[src/rtl/mac_array_seq_ctrl_if.sv]
// Control/bus bundle between host, SRAM read port, MAC array and the sequencer.
// master = host/array side, slave = mac_array_seq_ctrl.
interface mac_array_seq_ctrl_if #(
    parameter int col     = 8,
    parameter int len_bw  = 8,
    parameter int addr_bw = 11
);
    logic               start;
    logic [len_bw-1:0]  num_vec;
    logic [col-1:0]     array_valid;
    logic               mem_rd_en;
    logic [addr_bw-1:0] mem_addr;
    logic [1:0]         inst_w;
    logic               busy;
    logic               done;
    logic               err;

    modport master (
        output start, num_vec, array_valid,
        input  mem_rd_en, mem_addr, inst_w, busy, done, err
    );

    modport slave (
        input  start, num_vec, array_valid,
        output mem_rd_en, mem_addr, inst_w, busy, done, err
    );
endinterface

[src/rtl/mac_array_seq_ctrl.sv]
// Job sequencer for the mac_row array: kernel load, flush, execute, drain, done.
// Optional drain watchdog enabled by defining MAC_SEQ_TIMEOUT_EN.
module mac_array_seq_ctrl #(
    parameter int col       = 8,
    parameter int row       = 8,
    parameter int flush_cyc = 16,
    parameter int len_bw    = 8,
    parameter int addr_bw   = 11
) (
    input  logic                clk,
    input  logic                reset,
    mac_array_seq_ctrl_if.slave bus
);
    localparam logic [2:0] S_IDLE   = 3'd0;
    localparam logic [2:0] S_KLOAD  = 3'd1;
    localparam logic [2:0] S_KFLUSH = 3'd2;
    localparam logic [2:0] S_EXEC   = 3'd3;
    localparam logic [2:0] S_DRAIN  = 3'd4;
    localparam logic [2:0] S_DONE   = 3'd5;

    // One shared phase counter covers the kernel, flush and execute lengths.
    localparam int KC_W = $clog2(col + 1);
    localparam int FC_W = $clog2(((flush_cyc > row + col) ? flush_cyc : row + col) + 1);
    localparam int M_W  = (KC_W > FC_W) ? KC_W : FC_W;
    localparam int PH_W = (M_W > len_bw) ? M_W : len_bw;

    logic [2:0]         r_state;
    logic [PH_W-1:0]    r_phase;
    logic [len_bw-1:0]  r_nv_q;
    logic [len_bw-1:0]  r_out_cnt;
    logic [1:0]         r_rd_kind;
    logic               r_mem_rd_en;
    logic [addr_bw-1:0] r_mem_addr;
    logic [1:0]         r_inst_w;
    logic               r_busy;
    logic               r_done;

    logic               w_valid_last;
    logic               w_counting;
    logic [PH_W-1:0]    w_phase_inc;
    logic [len_bw-1:0]  w_out_cnt_nxt;
    logic               w_unused_valid;

`ifdef MAC_SEQ_TIMEOUT_EN
    logic [9:0]         r_wd;
    logic               r_err;
    logic [9:0]         w_wd_inc;
`endif

    // Next-value helpers: phase increment and saturating psum count.
    always_comb begin
        w_valid_last   = bus.array_valid[col-1];
        w_unused_valid = ^bus.array_valid;
        w_phase_inc    = r_phase + PH_W'(1);
        w_counting     = (r_state == S_EXEC) || (r_state == S_DRAIN);
        if (w_counting && w_valid_last && (r_out_cnt != r_nv_q)) begin
            w_out_cnt_nxt = r_out_cnt + len_bw'(1);
        end else begin
            w_out_cnt_nxt = r_out_cnt;
        end
`ifdef MAC_SEQ_TIMEOUT_EN
        w_wd_inc = r_wd + 10'd1;
`endif
    end

    // Sequencer state, SRAM read port, instruction pipe and status flags.
    always_ff @(posedge clk or posedge reset) begin
        if (reset) begin
            r_state     <= S_IDLE;
            r_phase     <= {PH_W{1'b0}};
            r_nv_q      <= {len_bw{1'b0}};
            r_out_cnt   <= {len_bw{1'b0}};
            r_rd_kind   <= 2'b00;
            r_mem_rd_en <= 1'b0;
            r_mem_addr  <= {addr_bw{1'b0}};
            r_inst_w    <= 2'b00;
            r_busy      <= 1'b0;
            r_done      <= 1'b0;
`ifdef MAC_SEQ_TIMEOUT_EN
            r_wd        <= 10'd0;
            r_err       <= 1'b0;
`endif
        end else begin
            // SRAM data lands one cycle after the read, so the instruction trails it.
            r_inst_w <= r_rd_kind;
            r_done   <= 1'b0;
            case (r_state)
                S_IDLE: begin
                    if (bus.start) begin
                        r_nv_q      <= bus.num_vec;
                        r_out_cnt   <= {len_bw{1'b0}};
                        r_phase     <= {PH_W{1'b0}};
                        r_rd_kind   <= 2'b01;
                        r_mem_rd_en <= 1'b1;
                        r_mem_addr  <= {addr_bw{1'b0}};
                        r_busy      <= 1'b1;
                        r_state     <= S_KLOAD;
`ifdef MAC_SEQ_TIMEOUT_EN
                        r_wd        <= 10'd0;
                        r_err       <= 1'b0;
`endif
                    end
                end
                S_KLOAD: begin
                    if (w_phase_inc == PH_W'(col)) begin
                        r_phase     <= {PH_W{1'b0}};
                        r_rd_kind   <= 2'b00;
                        r_mem_rd_en <= 1'b0;
                        r_state     <= S_KFLUSH;
                    end else begin
                        r_phase    <= w_phase_inc;
                        r_mem_addr <= r_mem_addr + addr_bw'(1);
                    end
                end
                S_KFLUSH: begin
                    if (w_phase_inc == PH_W'(flush_cyc)) begin
                        r_phase <= {PH_W{1'b0}};
                        if (r_nv_q != {len_bw{1'b0}}) begin
                            r_rd_kind   <= 2'b10;
                            r_mem_rd_en <= 1'b1;
                            r_mem_addr  <= addr_bw'(col);
                            r_state     <= S_EXEC;
                        end else begin
                            r_done  <= 1'b1;
                            r_busy  <= 1'b0;
                            r_state <= S_DONE;
                        end
                    end else begin
                        r_phase <= w_phase_inc;
                    end
                end
                S_EXEC: begin
                    r_out_cnt <= w_out_cnt_nxt;
                    if (w_phase_inc == PH_W'(r_nv_q)) begin
                        r_phase     <= {PH_W{1'b0}};
                        r_rd_kind   <= 2'b00;
                        r_mem_rd_en <= 1'b0;
                        r_state     <= S_DRAIN;
                    end else begin
                        r_phase    <= w_phase_inc;
                        r_mem_addr <= r_mem_addr + addr_bw'(1);
                    end
                end
                S_DRAIN: begin
                    r_out_cnt <= w_out_cnt_nxt;
                    if (w_out_cnt_nxt == r_nv_q) begin
                        r_done  <= 1'b1;
                        r_busy  <= 1'b0;
                        r_state <= S_DONE;
                    end
`ifdef MAC_SEQ_TIMEOUT_EN
                    else if (w_valid_last) begin
                        r_wd <= 10'd0;
                    end else if (w_wd_inc == 10'd1023) begin
                        r_wd    <= w_wd_inc;
                        r_err   <= 1'b1;
                        r_done  <= 1'b1;
                        r_busy  <= 1'b0;
                        r_state <= S_DONE;
                    end else begin
                        r_wd <= w_wd_inc;
                    end
`endif
                end
                S_DONE: begin
                    r_state <= S_IDLE;
                end
                default: begin
                    r_rd_kind   <= 2'b00;
                    r_mem_rd_en <= 1'b0;
                    r_busy      <= 1'b0;
                    r_state     <= S_IDLE;
                end
            endcase
        end
    end

    assign bus.mem_rd_en = r_mem_rd_en;
    assign bus.mem_addr  = r_mem_addr;
    assign bus.inst_w    = r_inst_w;
    assign bus.busy      = r_busy;
    assign bus.done      = r_done;
`ifdef MAC_SEQ_TIMEOUT_EN
    assign bus.err       = r_err;
`else
    assign bus.err       = 1'b0;
`endif
endmodule

[src/flat_wrapper.sv]
// flat-port wrapper written by rule: the top's interface ports become plain ports
module mac_array_seq_ctrl_flat 
#(
    parameter int col       = 8,
    parameter int row       = 8,
    parameter int flush_cyc = 16,
    parameter int len_bw    = 8,
    parameter int addr_bw   = 11
)
  (clk, reset, bus_start, bus_num_vec, bus_array_valid, bus_mem_rd_en, bus_mem_addr, bus_inst_w, bus_busy, bus_done, bus_err);
  mac_array_seq_ctrl_if #(.col(col), .len_bw(len_bw), .addr_bw(addr_bw)) bus_i ();
  input  logic clk;
  input  logic reset;
  input wire logic [$bits(bus_i.start)-1:0] bus_start;
  input wire logic [$bits(bus_i.num_vec)-1:0] bus_num_vec;
  input wire logic [$bits(bus_i.array_valid)-1:0] bus_array_valid;
  output wire logic [$bits(bus_i.mem_rd_en)-1:0] bus_mem_rd_en;
  output wire logic [$bits(bus_i.mem_addr)-1:0] bus_mem_addr;
  output wire logic [$bits(bus_i.inst_w)-1:0] bus_inst_w;
  output wire logic [$bits(bus_i.busy)-1:0] bus_busy;
  output wire logic [$bits(bus_i.done)-1:0] bus_done;
  output wire logic [$bits(bus_i.err)-1:0] bus_err;
  assign bus_i.start = bus_start;
  assign bus_i.num_vec = bus_num_vec;
  assign bus_i.array_valid = bus_array_valid;
  assign bus_mem_rd_en = bus_i.mem_rd_en;
  assign bus_mem_addr = bus_i.mem_addr;
  assign bus_inst_w = bus_i.inst_w;
  assign bus_busy = bus_i.busy;
  assign bus_done = bus_i.done;
  assign bus_err = bus_i.err;
  mac_array_seq_ctrl #(.col(col), .row(row), .flush_cyc(flush_cyc), .len_bw(len_bw), .addr_bw(addr_bw)) u_core (.clk(clk), .reset(reset), .bus(bus_i));
endmodule
[config.mk]
export PLATFORM = sky130hd
export DESIGN_NAME = mac_array_seq_ctrl_flat
export DESIGN_NICKNAME = d
export VERILOG_FILES = /design/src/rtl/mac_array_seq_ctrl_if.sv /design/src/rtl/mac_array_seq_ctrl.sv /design/src/flat_wrapper.sv
export SDC_FILE = /design/constraint.sdc
export NUM_CORES = 1
export LEC_CHECK = 0
export BUFFER_PORTS_ARGS = -buffer_cell sky130_fd_sc_hd__buf_4
export CELL_PAD_IN_SITES_DETAIL_PLACEMENT = 0
export CELL_PAD_IN_SITES_GLOBAL_PLACEMENT = 2
export CORE_ASPECT_RATIO = 2
export CORE_UTILIZATION = 37
export CTS_BUF_LIST = sky130_fd_sc_hd__clkbuf_4
export DETAILED_ROUTE_END_ITERATION = 6
export HOLD_SLACK_MARGIN = 0.03
export PLACE_DENSITY = 0.83
export SLEW_MARGIN = 20
export SYNTH_ARGS = -nofsm -noshare
export SYNTH_HDL_FRONTEND = slang
export SYNTH_SLANG_ARGS = --single-unit
[constraint.sdc]
create_clock -name clk -period 3.4 [get_ports clk]
set_input_delay 0.68 -clock clk [delete_from_list [all_inputs] [get_ports clk]]
set_output_delay 0.68 -clock clk [all_outputs]
set_load 0.005 [all_outputs]
==> reports/qor.txt, run 1 <==
Hold WC Path Type -> input port to asynchronous set/reset pin
min Tclk post-route -> 2940 ps
share of the synthesized area in the top cell type -> 36.9%
initial antenna violation count -> 1
PostCTS Resize Cnt -> 0
# fillers -> 831
Post-synth EDFFs -> 0
Max VDD drop -> 0.343 mV
Synth Area in Adders -> 1.23%
Max Used Layer -> met4
clock tree from TritonCTS -> built
PortBufs -> 27
Synth area leaders -> dfrtp_1 37%, nand2_1 7.4%, xnor2_1 5.2%
met1 wire length -> 2960 um
CTS sink cnt -> 45
Leak -> 0.00147 uW
GP Congestion -> 0.864
DP HPWL -> 6070 um
power per cell area -> 764 mW/mm2
area grow syn2layout -> 10.7%
Worst-path clk slew -> 150 ps
commonest cells in the netlist -> 60 x nand2_1, 45 x dfrtp_1, 18 x nand3_1, 18 x xnor2_1, 17 x a21oi_1
Post-Synth XOR/XNOR Area -> 7.18%
Routed WL per cell -> 17.4 um
post-synthesis async set-or-reset flop share -> 100%
Tightest Pin Transition -> 836 ps
Synth cell types -> 67
drt total wl -> 8190 um
CTS root buffer -> clkbuf_4
post-CTS setup buffers -> 0
IO Pins -> 36
global-route wire length before repair -> 13,000 um
DRC Markers -> 0
Detail Route Antenna Nets -> 0
main combinational cell family by area after synthesis -> simple AND/OR/NAND/NOR gates
Core Util, Final -> 42.5%
1st-iter DRT viols -> 89
mux share of post-synthesis cell area -> 2.30%
CP Data Required Time -> 3720 ps
ratio of cells with drive above 1 in the final layout -> 18.2%
complex-gate fraction of the synthesized area -> 20.7%
gr ovfl total -> 0
RSZ-0062 raised after global routing -> no
WL met2 -> 4740 um
ys flop type -> dfrtp_1
Syn Nets -> 375
H-tree levels -> 2
hold buffers post-CTS -> 0
Layout Skew -> 22.8 ps
clk_lat worst skew -> 390 ps
area leader, netlist -> dfrtp_1
Total GRT Usage -> 20.5%
simple-gate share of the synthesized area -> 26.7%
Worst Path Max Fanout -> 14
fin crit share -> 86.5%
router iterations before antenna repair -> 4
Hold WS -> 400 ps
status -> finished clean
post-synthesis sequential area ratio -> 36.9%
Final #Nets -> 394
CP Launch Type -> flop
Syn Inst Count -> 353
TritonCTS Buffers -> 5
# rows -> 46
count leader, synth -> nand2_1
Yosys warning count -> 0
vias in the first global route -> 2,579
core area -> 0.00794 mm2
die footprint -> 0.00864 mm2
CTS max path bufs -> 2
Setup TNS -> 0 ps
Worst Path Arrival -> 3260 ps
CP endpoint kind -> flop
max-slew violation count -> 0
syn avg cell area -> 8.64 um2
vias per std cell -> 5.63
area of the multi-input gates -> 0.00178 mm2
Slew HR -> 44.3%
path type of the worst setup path -> flop to flop
initial core utilization -> 38.4%
Die Wd -> 66.2 um
Die Ht -> 130 um
Final Hold Vio Count -> 0
vias -> 2,644
WL met3 -> 227 um
MaxCap Viol Count -> 0
flip-flop and latch area -> 0.00113 mm2
fmax -> 340 MHz
largest net degree at the start of global routing -> 46
Mapped Area -> 0.00305 mm2
flops & latches, synth -> 45
final setup vio count -> 0
==> critical path, cell delays in order, from the launching register on <==
cell,delay [ps]
dfrtp_1,500
ha_1,400
nand3_2,180
or2_1,300
xnor2_1,160
nor3_1,120
a21oi_4,390
nand3_1,230
or4_1,510
nand3_1,90
==> power breakdown <==
group	leakage [uW]	internal, uW	total [uW]	switching [uW]
combinational	0.000855	576	1320	747
clock	0.0000324	97.8	287	189
sequential	0.000583	684	970	286
total	0.00147	1360	2580	1220
==> area by class of cell <==
cell class | count | area share (%)
repair buffers | 34 | 7.56
multi-input cells | 277 | 52.7
flip-flops and latches | 45 | 33.3
diodes | 1 | 0.0741
inverters | 9 | 1.04
clock buffers | 7 | 1.56
clock inverters | 1 | 0.222
well taps | 96 | 3.56
==> sequential cells by signal, summed over array words and instances, names as in the netlist <==
signal and count:
u_core.bus.mem_addr 11, u_core.r_nv_q 8, u_core.r_phase 8, u_core.r_state 3
u_core.bus.busy 1, u_core.bus.mem_rd_en 1, u_core.r_out_cnt 8, u_core.r_rd_kind 2
u_core.bus.inst_w 2, u_core.bus.done 1
==> kinds of logic (layout without fill, tap and decap cells) <==
family / after synthesis / in the layout
XOR/XNOR: 25 / 25
AND/OR/NAND/NOR: 154 / 154
buffers and inverters: 31 / 51
other: 1 / 2
flip-flops: 45 / 45
AO/OA/AOI/OAI: 87 / 87
multiplexers: 7 / 7
adder cells (fa/ha/maj): 3 / 3
==> path summary, 6_finish.rpt <==
check                           depth (start not counted)                 from                endpoint  slack, ps
worst max-delay path                                    9    u_core.r_phase[0]  u_core.bus.mem_addr[7]        460
worst min-delay path                                    2                reset     u_core.r_out_cnt[0]        400
worst max register to register                          9    u_core.r_phase[0]  u_core.bus.mem_addr[7]        460
worst min register to register                          0  u_core.r_rd_kind[0]    u_core.bus.inst_w[0]        430
max in group asynchronous                               2                reset        u_core.r_nv_q[7]       2460
min in group clk                                        0  u_core.r_rd_kind[0]    u_core.bus.inst_w[0]        430
==> metal layers <==
| metal | vias to the layer above | GRT usage [%] |
|---|---|---|
| li1 | 1302 | - |
| met1 | 1266 | 19.5 |
| met2 | 60 | 40.3 |
| met3 | 16 | 3.13 |
| met4 | 0 | 10.9 |
| met5 | - | 0 |
==> per-stage QoR <==
| stage | cells | area [um2] | setup slack [ps] | power [uW] |
|---|---|---|---|---|
| finish | 470 | 3380 | 459 | 2580 |
| global route | 470 | 3380 | 231 | 2790 |
| floorplan | 353 | 3050 | 993 | 1920 |
| CTS | 469 | 3370 | 430 | 2610 |
| detailed placement | 461 | 3310 | 470 | 2310 |
| global placement | 461 | 3310 | 493 | 2280 |
==> cell usage in the layout (no fill, tap or decap), types with 3 or more instances in the layout <==
cell and instances:
xnor2_1 18, or2_2 4, nand2b_1 6, a21oi_1 17, dfrtp_1 45, and4_1 3, nor4_1 3, a21o_1 3
nand3_1 18, a31oi_1 8, and2_1 3, nor2b_1 4, inv_1 8, nand2_1 60, nor2_1 11, o21ai_0 15
and3_1 8, xor2_1 7, a31o_2 3, or4_1 3, o211ai_1 6, nand4_1 7, mux2i_1 7, or3_1 6
ha_1 3, buf_4 34, clkbuf_4 7, a21oi_4 3, nor3_1 4, o21ai_1 3, o31ai_1 6
(Power assumes the default switching activity.)
==> inputs of run 2 (changes only) <==
Settings changed: ABC_AREA set to 1, CORE_UTILIZATION 37 to 34, PLACE_DENSITY 0.83 to 0.82.
==> run 2 against run 1 <==
Clock power decreased by 13%. Count of clock-buffer cells in the layout decreased by 2. Worst hold slack got worse by 10 ps. Critical path depth grew 6. Combinational power rose by 7%. Design area decreased by 0.70%. Global-route usage down 0.75 points. Power shrank 3.1%. Critical path type unchanged. Largest cell class unchanged.
==> reports/qor.txt, run 2 <==
Synth area leaders -> dfrtp_1 37%, nand2_1 14%, inv_1 6.6% (was dfrtp_1 37%, nand2_1 7.4%, xnor2_1 5.2%)
Final Hold Vio Count -> 0 (unchanged)
commonest cells in the netlist -> 114 x nand2_1, 53 x inv_1, 45 x dfrtp_1 (was 60 x nand2_1, 45 x dfrtp_1, 18 x nand3_1, 18 x xnor2_1, 17 x a21oi_1)
Yosys warning count -> 0 (unchanged)
main combinational cell family by area after synthesis -> simple AND/OR/NAND/NOR gates (unchanged)
# rows -> 48 (was 46)
router iterations before antenna repair -> 4 (unchanged)
R2R Path End -> u_core.r_phase[6] (was u_core.bus.mem_addr[7])
area grow syn2layout -> 10.8% (was 10.7%)
CTS max path bufs -> 2 (unchanged)
final setup vio count -> 0 (unchanged)
ratio of cells with drive above 1 in the final layout -> 18.2% (about the same)
Worst Path Arrival -> 2680 ps (was 3260 ps)
largest net degree at the start of global routing -> 31 (was 46)
Setup TNS -> 0 ps (unchanged)
1st-iter DRT viols -> 85 (was 89)
Detail Route Antenna Nets -> 0 (unchanged)
most frequent cells in the layout -> 114 x nand2_1, 52 x inv_1, 45 x dfrtp_1 (was 60 x nand2_1, 45 x dfrtp_1, 34 x buf_4)
TritonCTS Buffers -> 5 (unchanged)
clock tree from TritonCTS -> built (unchanged)
Synth Area in Adders -> 1.24% (was 1.23%)
Tightest Pin Transition -> 688 ps (was 836 ps)
Synth cell types -> 45 (was 67)
Worst Path Max Fanout -> 4 (was 14)
post-synthesis async set-or-reset flop share -> 100% (unchanged)
fmax -> 414 MHz (was 340 MHz)
fin crit share -> 71.0% (was 86.5%)
Core Util, Final -> 38.8% (was 42.5%)
Routed WL per cell -> 15.2 um (was 17.4 um)
core area -> 0.00865 mm2 (was 0.00794 mm2)
CP endpoint kind -> flop (unchanged)
Post-Synth XOR/XNOR Area -> 3.02% (was 7.18%)
post-CTS setup buffers -> 0 (unchanged)
Worst Reg-to-Reg Cells -> 15 (was 9)
hold buffers post-CTS -> 0 (unchanged)
post-route cell area -> 0.00335 mm2 (was 0.00338 mm2)
mux share of post-synthesis cell area -> 0% (was 2.30%)
CP Data Required Time -> 3660 ps (was 3720 ps)
H-tree levels -> 2 (unchanged)
share of the synthesized area in the top cell type -> 37.2% (was 36.9%)
count leader, synth -> nand2_1 (unchanged)
Die Ht -> 135 um (was 130 um)
initial antenna violation count -> 1 (unchanged)
flops & latches, synth -> 45 (unchanged)
Max VDD drop -> 0.300 mV (was 0.343 mV)
DP HPWL -> 6640 um (was 6070 um)
clk_lat worst skew -> 380 ps (was 390 ps)
vias per std cell -> 5.06 (was 5.63)
Layout Skew -> 19.4 ps (was 22.8 ps)
max FFs per register -> 11 (unchanged)
CP Cell Sequence -> ha_1, nand2_1, inv_2, nand3_2, nor2_2, nand2_2, nand2_1, nand2_1, nand2_1, nor2_2, nand3_1, nand2_1, nand2_1, nor2_1, o22ai_1 (was ha_1, nand3_2, or2_1, xnor2_1, nor3_1, a21oi_4, nand3_1, or4_1, nand3_1)
Syn Nets -> 440 (was 375)
CP Launch Type -> flop (unchanged)
Syn Inst Count -> 418 (was 353)
initial core utilization -> 35.0% (was 38.4%)
global-route wire length before repair -> 13,100 um (was 13,000 um)
Final #Nets -> 469 (was 394)
Total GRT Usage -> 19.8% (was 20.5%)
DP Area -> 0.00331 mm2 (about the same)
WP buf/inv -> 1 (was 0)
min Tclk post-route -> 2410 ps (was 2940 ps)
most common cell after layout, fill and taps aside -> nand2_1 (unchanged)
PortBufs -> 27 (unchanged)
status -> finished clean (unchanged)
post-synthesis sequential area ratio -> 37.2% (was 36.9%)
max-slew violation count -> 0 (unchanged)
CTS sink cnt -> 45 (unchanged)
area leader, netlist -> dfrtp_1 (unchanged)
vias -> 2,768 (was 2,644)
gr ovfl total -> 0 (unchanged)
GP Congestion -> 0.817 (was 0.864)
simple-gate share of the synthesized area -> 36.5% (was 26.7%)
Die Wd -> 68.7 um (was 66.2 um)
MaxCap Viol Count -> 0 (unchanged)
die footprint -> 0.00931 mm2 (was 0.00864 mm2)
flop2flop setup slack -> 990 ps (was 460 ps)
power per cell area -> 745 mW/mm2 (was 764 mW/mm2)
RSZ-0062 raised after global routing -> no (unchanged)
vias in the first global route -> 2,661 (was 2,579)
Critical-path top delay cell -> dfrtp_1 (was or4_1)
Hold WC Path Type -> input port to asynchronous set/reset pin (unchanged)
RR Startpoint -> u_core.r_phase[0] (unchanged)
path type of the worst setup path -> flop to flop (unchanged)
Post-synth EDFFs -> 0 (unchanged)
PostCTS Resize Cnt -> 0 (unchanged)
CTS root buffer -> clkbuf_4 (unchanged)
complex-gate fraction of the synthesized area -> 12.2% (was 20.7%)
Leak -> 0.00163 uW (was 0.00147 uW)
ys flop type -> dfrtp_1 (unchanged)
Slew HR -> 54.1% (was 44.3%)
Worst-path clk slew -> 140 ps (was 150 ps)
Crit path largest cell delay -> 440 ps (was 510 ps)
DRC Markers -> 0 (unchanged)
syn avg cell area -> 7.24 um2 (was 8.64 um2)
drt total wl -> 8320 um (was 8190 um)
IO Pins -> 36 (unchanged)
CP dominant cell by count -> nand2_1 (was nand3_1)
delay-heaviest family, CP -> simple AND/OR/NAND/NOR gates (unchanged)
Mapped Area -> 0.00303 mm2 (was 0.00305 mm2)
## run 2: final cells by class
type / instances / area [um2]
Fill cell: 968 / 5290
Multi-Input combinational cell: 304 / 1610
Sequential cell: 45 / 1130
Inverter: 63 / 241
Timing Repair Buffer: 28 / 210
Tap cell: 100 / 125
Clock buffer: 5 / 37.5
Clock inverter: 1 / 5.00
Antenna cell: 1 / 2.50
## run 2: stage by stage
step | std cells | setup WS (ps) | total power (uW) | hold WS (ps)
floorplan | 418 | 1470 | 1910 | 348
global placement | 540 | 985 | 2260 | 356
detailed placement | 540 | 969 | 2280 | 363
CTS | 546 | 944 | 2540 | 394
global route | 547 | 785 | 2740 | 420
finish | 547 | 986 | 2500 | 390
## run 2: how the worst max path moves through the flow
stage                            from                 to  depth (start not counted)
floorplan           u_core.r_phase[0]  u_core.r_phase[5]                         13
global placement    u_core.r_phase[0]  u_core.r_phase[6]                         15
detailed placement  u_core.r_phase[0]  u_core.r_phase[5]                         15
CTS                 u_core.r_phase[0]  u_core.r_phase[5]                         15
global route        u_core.r_phase[0]  u_core.r_phase[6]                         13
finish              u_core.r_phase[0]  u_core.r_phase[6]                         15
## run 2: worst register-to-register path, delay by kind of cell (launching register included)
| family | cells | cell delay, ps |
|---|---|---|
| adder cells (fa/ha/maj) | 1 | 230 |
| AND/OR/NAND/NOR | 12 | 1440 |
| AO/OA/AOI/OAI | 1 | 110 |
| buffers and inverters | 1 | 90 |
| flip-flops | 1 | 440 |
## run 2: kinds of logic (layout without fill, tap and decap cells)
kind of cell / count (synthesis) / after routing
buffers and inverters: 69 / 97
other: 1 / 2
adders and majority gates: 3 / 3
DFF: 45 / 45
AOI/OAI and AO/OA: 60 / 60
xor gates and xnor gates: 8 / 8
and+or+nand+nor: 232 / 232
## run 2: report_power, final
group | internal [uW] | switching (uW) | leakage [uW]
registers | 675 | 164 | 0.000598
clock network | 72.0 | 177 | 0.0000269
logic | 457 | 954 | 0.00101
total | 1200 | 1300 | 0.00163
## run 2: routing by layer
layer | track usage, % | up-vias | wire length [um]
met1 | 17.9 | 1296 | 2790
met5 | 0 | - | 0
met2 | 39.2 | 53 | 5050
met4 | 10.1 | 0 | 304
li1 | - | 1401 | -
met3 | 2.69 | 18 | 176
==> inputs of run 3 (changes only) <==
Settings changed: ABC_AREA 1 to 0, CORE_UTILIZATION 34 to 33, PLACE_DENSITY 0.82 to 0.79.
Clock period 3.4 ns to 2.2 ns, I/O delays scaled along.
==> run 3 against run 2 <==
The run now ends with setup timing left. Clock power up 79%. Power up 120%. Global-route usage up 1.4 points. Maximum frequency up 1.8%. Final cell count up 2.4%. Via count up 10%. Wire length up 18%. Die area up 3.8%. Combinational power rose to 2.5 times the previous value. Worst hold slack worse by 310 ps.
==> reports/qor.txt, run 3 (synthesis gave the netlist of run 1 again) <==
status -> complete, but fails checks (was finished clean)
CTS max path bufs -> 2 (unchanged)
Worst Reg-to-Reg Cells -> 9 (was 15)
# fillers -> 872 (was 968)
H-tree levels -> 2 (unchanged)
Hold WS -> 77.8 ps (was 390 ps)
vias in the first global route -> 3,095 (was 2,661)
GP Congestion -> 0.881 (was 0.817)
DP HPWL -> 7240 um (was 6640 um)
Setup WS post-layout -> -173 ps (was 986 ps)
CP endpoint kind -> flop (unchanged)
GR peak layer -> met2 (unchanged)
Die Ht -> 138 um (was 135 um)
# rows -> 49 (was 48)
Worst-path clk slew -> 150 ps (was 140 ps)
path type of the worst setup path -> flop to flop (unchanged)
IO Pins -> 36 (unchanged)
min Tclk post-route -> 2370 ps (was 2410 ps)
area grow syn2layout -> 44.5% (was 10.8%)
most common cell after layout, fill and taps aside -> buf_4 (was nand2_1)
Slew HR -> 64.8% (was 54.1%)
Worst Path Arrival -> 2660 ps (was 2680 ps)
Final Hold Vio Count -> 0 (unchanged)
die footprint -> 0.00966 mm2 (was 0.00931 mm2)
ratio of cells with drive above 1 in the final layout -> 45.7% (was 18.2%)
hold buffers post-CTS -> 0 (unchanged)
failing checks -> setup timing
Leak -> 0.00198 uW (was 0.00163 uW)
vias -> 3,044 (was 2,768)
largest net degree at the start of global routing -> 46 (was 31)
power per cell area -> 1220 mW/mm2 (was 745 mW/mm2)
RR Startpoint -> u_core.r_phase[3] (was u_core.r_phase[0])
Non-Filler Instances -> 560 (was 547)
flop2flop setup slack -> -170 ps (was 990 ps)
CP Launch Type -> flop (unchanged)
Die Wd -> 70 um (was 68.7 um)
dpl ws -> -248 ps (was 969 ps)
Tightest Pin Transition -> 527 ps (was 688 ps)
CP Data Required Time -> 2490 ps (was 3660 ps)
clock tree from TritonCTS -> built (unchanged)
CTS sink cnt -> 45 (unchanged)
initial antenna violation count -> 1 (unchanged)
max-slew violation count -> 0 (unchanged)
Routed WL per cell -> 17.6 um (was 15.2 um)
MaxCap Viol Count -> 0 (unchanged)
Hold WC Path Type -> input port to asynchronous set/reset pin (unchanged)
DRC Markers -> 0 (unchanged)
gr ovfl total -> 0 (unchanged)
dpl cells -> 539 (was 540)
TritonCTS Buffers -> 5 (unchanged)
final setup vio count -> 33 (was 0)
Max VDD drop -> 0.553 mV (was 0.300 mV)
PortBufs -> 27 (unchanged)
initial core utilization -> 33.9% (was 35.0%)
grt met3 use -> 2.25% (was 2.69%)
RSZ-0062 raised after global routing -> yes (was no)
Layout Skew -> 6.50 ps (was 19.4 ps)
fin crit share -> 108% (was 71.0%)
Final #Nets -> 478 (was 469)
Total GRT Usage -> 21.2% (was 19.8%)
core area -> 0.00901 mm2 (was 0.00865 mm2)
clk_lat worst skew -> 380 ps (about the same)
router iterations before antenna repair -> 4 (unchanged)
most frequent cells in the layout -> 106 x buf_4, 45 x nand2_1, 39 x dfrtp_1 (was 114 x nand2_1, 52 x inv_1, 45 x dfrtp_1)
1st-iter DRT viols -> 141 (was 85)
GR Util met1 -> 20.0% (was 17.9%)
Detail Route Antenna Nets -> 0 (unchanged)
CTS root buffer -> clkbuf_4 (unchanged)
fmax -> 421 MHz (was 414 MHz)
Worst Path Max Fanout -> 5 (was 4)
drt total wl -> 9850 um (was 8320 um)
global-route wire length before repair -> 15,700 um (was 13,100 um)
M2 GR Usage -> 41.9% (was 39.2%)
max FFs per register -> 11 (unchanged)
vias per std cell -> 5.44 (was 5.06)
R2R Path End -> u_core.r_phase[3] (was u_core.r_phase[6])
[run 3: cell types whose count changed in the layout (fill, tap and decap cells not counted), moves of 8 or more]
| cell | previous run | this run |
|---|---|---|
| nor2_1 | 35 | 11 |
| buf_4 | 28 | 106 |
| nand2_1 | 114 | 45 |
| xnor2_1 | 1 | 15 |
| nand3_1 | 34 | 15 |
| inv_1 | 52 | 8 |
| a31oi_1 | 0 | 8 |
| o21ai_0 | 31 | 9 |
| a21oi_2 | 0 | 8 |
| buf_6 | 0 | 9 |
[run 3: layer usage]
layer / share of wire, % / vias up
li1: - / 1469
met1: 34 / 1481
met2: 58 / 62
met3: 2.1 / 32
met4: 6.0 / 0
met5: 0 / -
[run 3: critical path: stages, from the launching register on]
cell	delay [ps]
dfrtp_2	470
buf_6	140
and4_1	160
or3_4	380
a21boi_4	180
a2bb2oi_4	290
a21oi_4	150
nand2_2	170
a21oi_2	70
a211o_1	260
[run 3: how the worst max path moves through the flow]
stage,from,end,slack (ps),cells past startpoint
2_1_floorplan,u_core.r_phase[1],u_core.r_rd_kind[0],0.04,9
3_3_place_gp,u_core.r_phase[3],u_core.bus.mem_addr[6],-230,10
3_5_place_dp,u_core.r_phase[3],u_core.bus.mem_addr[10],-250,10
4_1_cts,u_core.r_phase[3],u_core.r_phase[3],-140,9
5_1_grt,u_core.r_phase[3],u_core.bus.mem_addr[9],-240,10
6_report,u_core.r_phase[3],u_core.r_phase[3],-170,9
[run 3: repair_timing]
| action | 4_1_cts | 5_1_grt |
|---|---|---|
| setup endpoints to repair | 35 | 35 |
| setup buffers | 9 | 2 |
| cloned | 1 | 0 |
| resized for setup | 50 | 35 |
| pin swaps | 39 | 17 |
[run 3: power by group]
part,total (uW),internal (uW),switching [uW]
Combinational,3570,1780,1790
Clock,446,135,311
Sequential,1360,1070,293
[run 3: per-stage QoR]
| step | TNS [ps] | util, % | cell area, um2 | power [uW] |
|---|---|---|---|---|
| 6_report | -3020 | 48.9 | 4410 | 5380 |
| 2_1_floorplan | 0 | - | 3090 | 3020 |
| 4_1_cts | -2830 | 46.9 | 4230 | 5130 |
| 3_5_place_dp | -4800 | 43.4 | 3920 | 4300 |
| 5_1_grt | -6110 | 48.9 | 4410 | 5730 |
| 3_3_place_gp | -4420 | 43.4 | 3920 | 4260 |
[run 3: layout make-up]
type                       count  area, um2  area share (%)
antenna                        1       2.50          0.0568
clock buffer                   6       45.0            1.02
clock inverter                 2       10.0           0.227
inverter                       9       33.8           0.766
multi-input combinational    278       2120            48.1
sequential                    45       1130            25.7
tap                          102        128            2.89
timing repair buffer         117        937            21.3
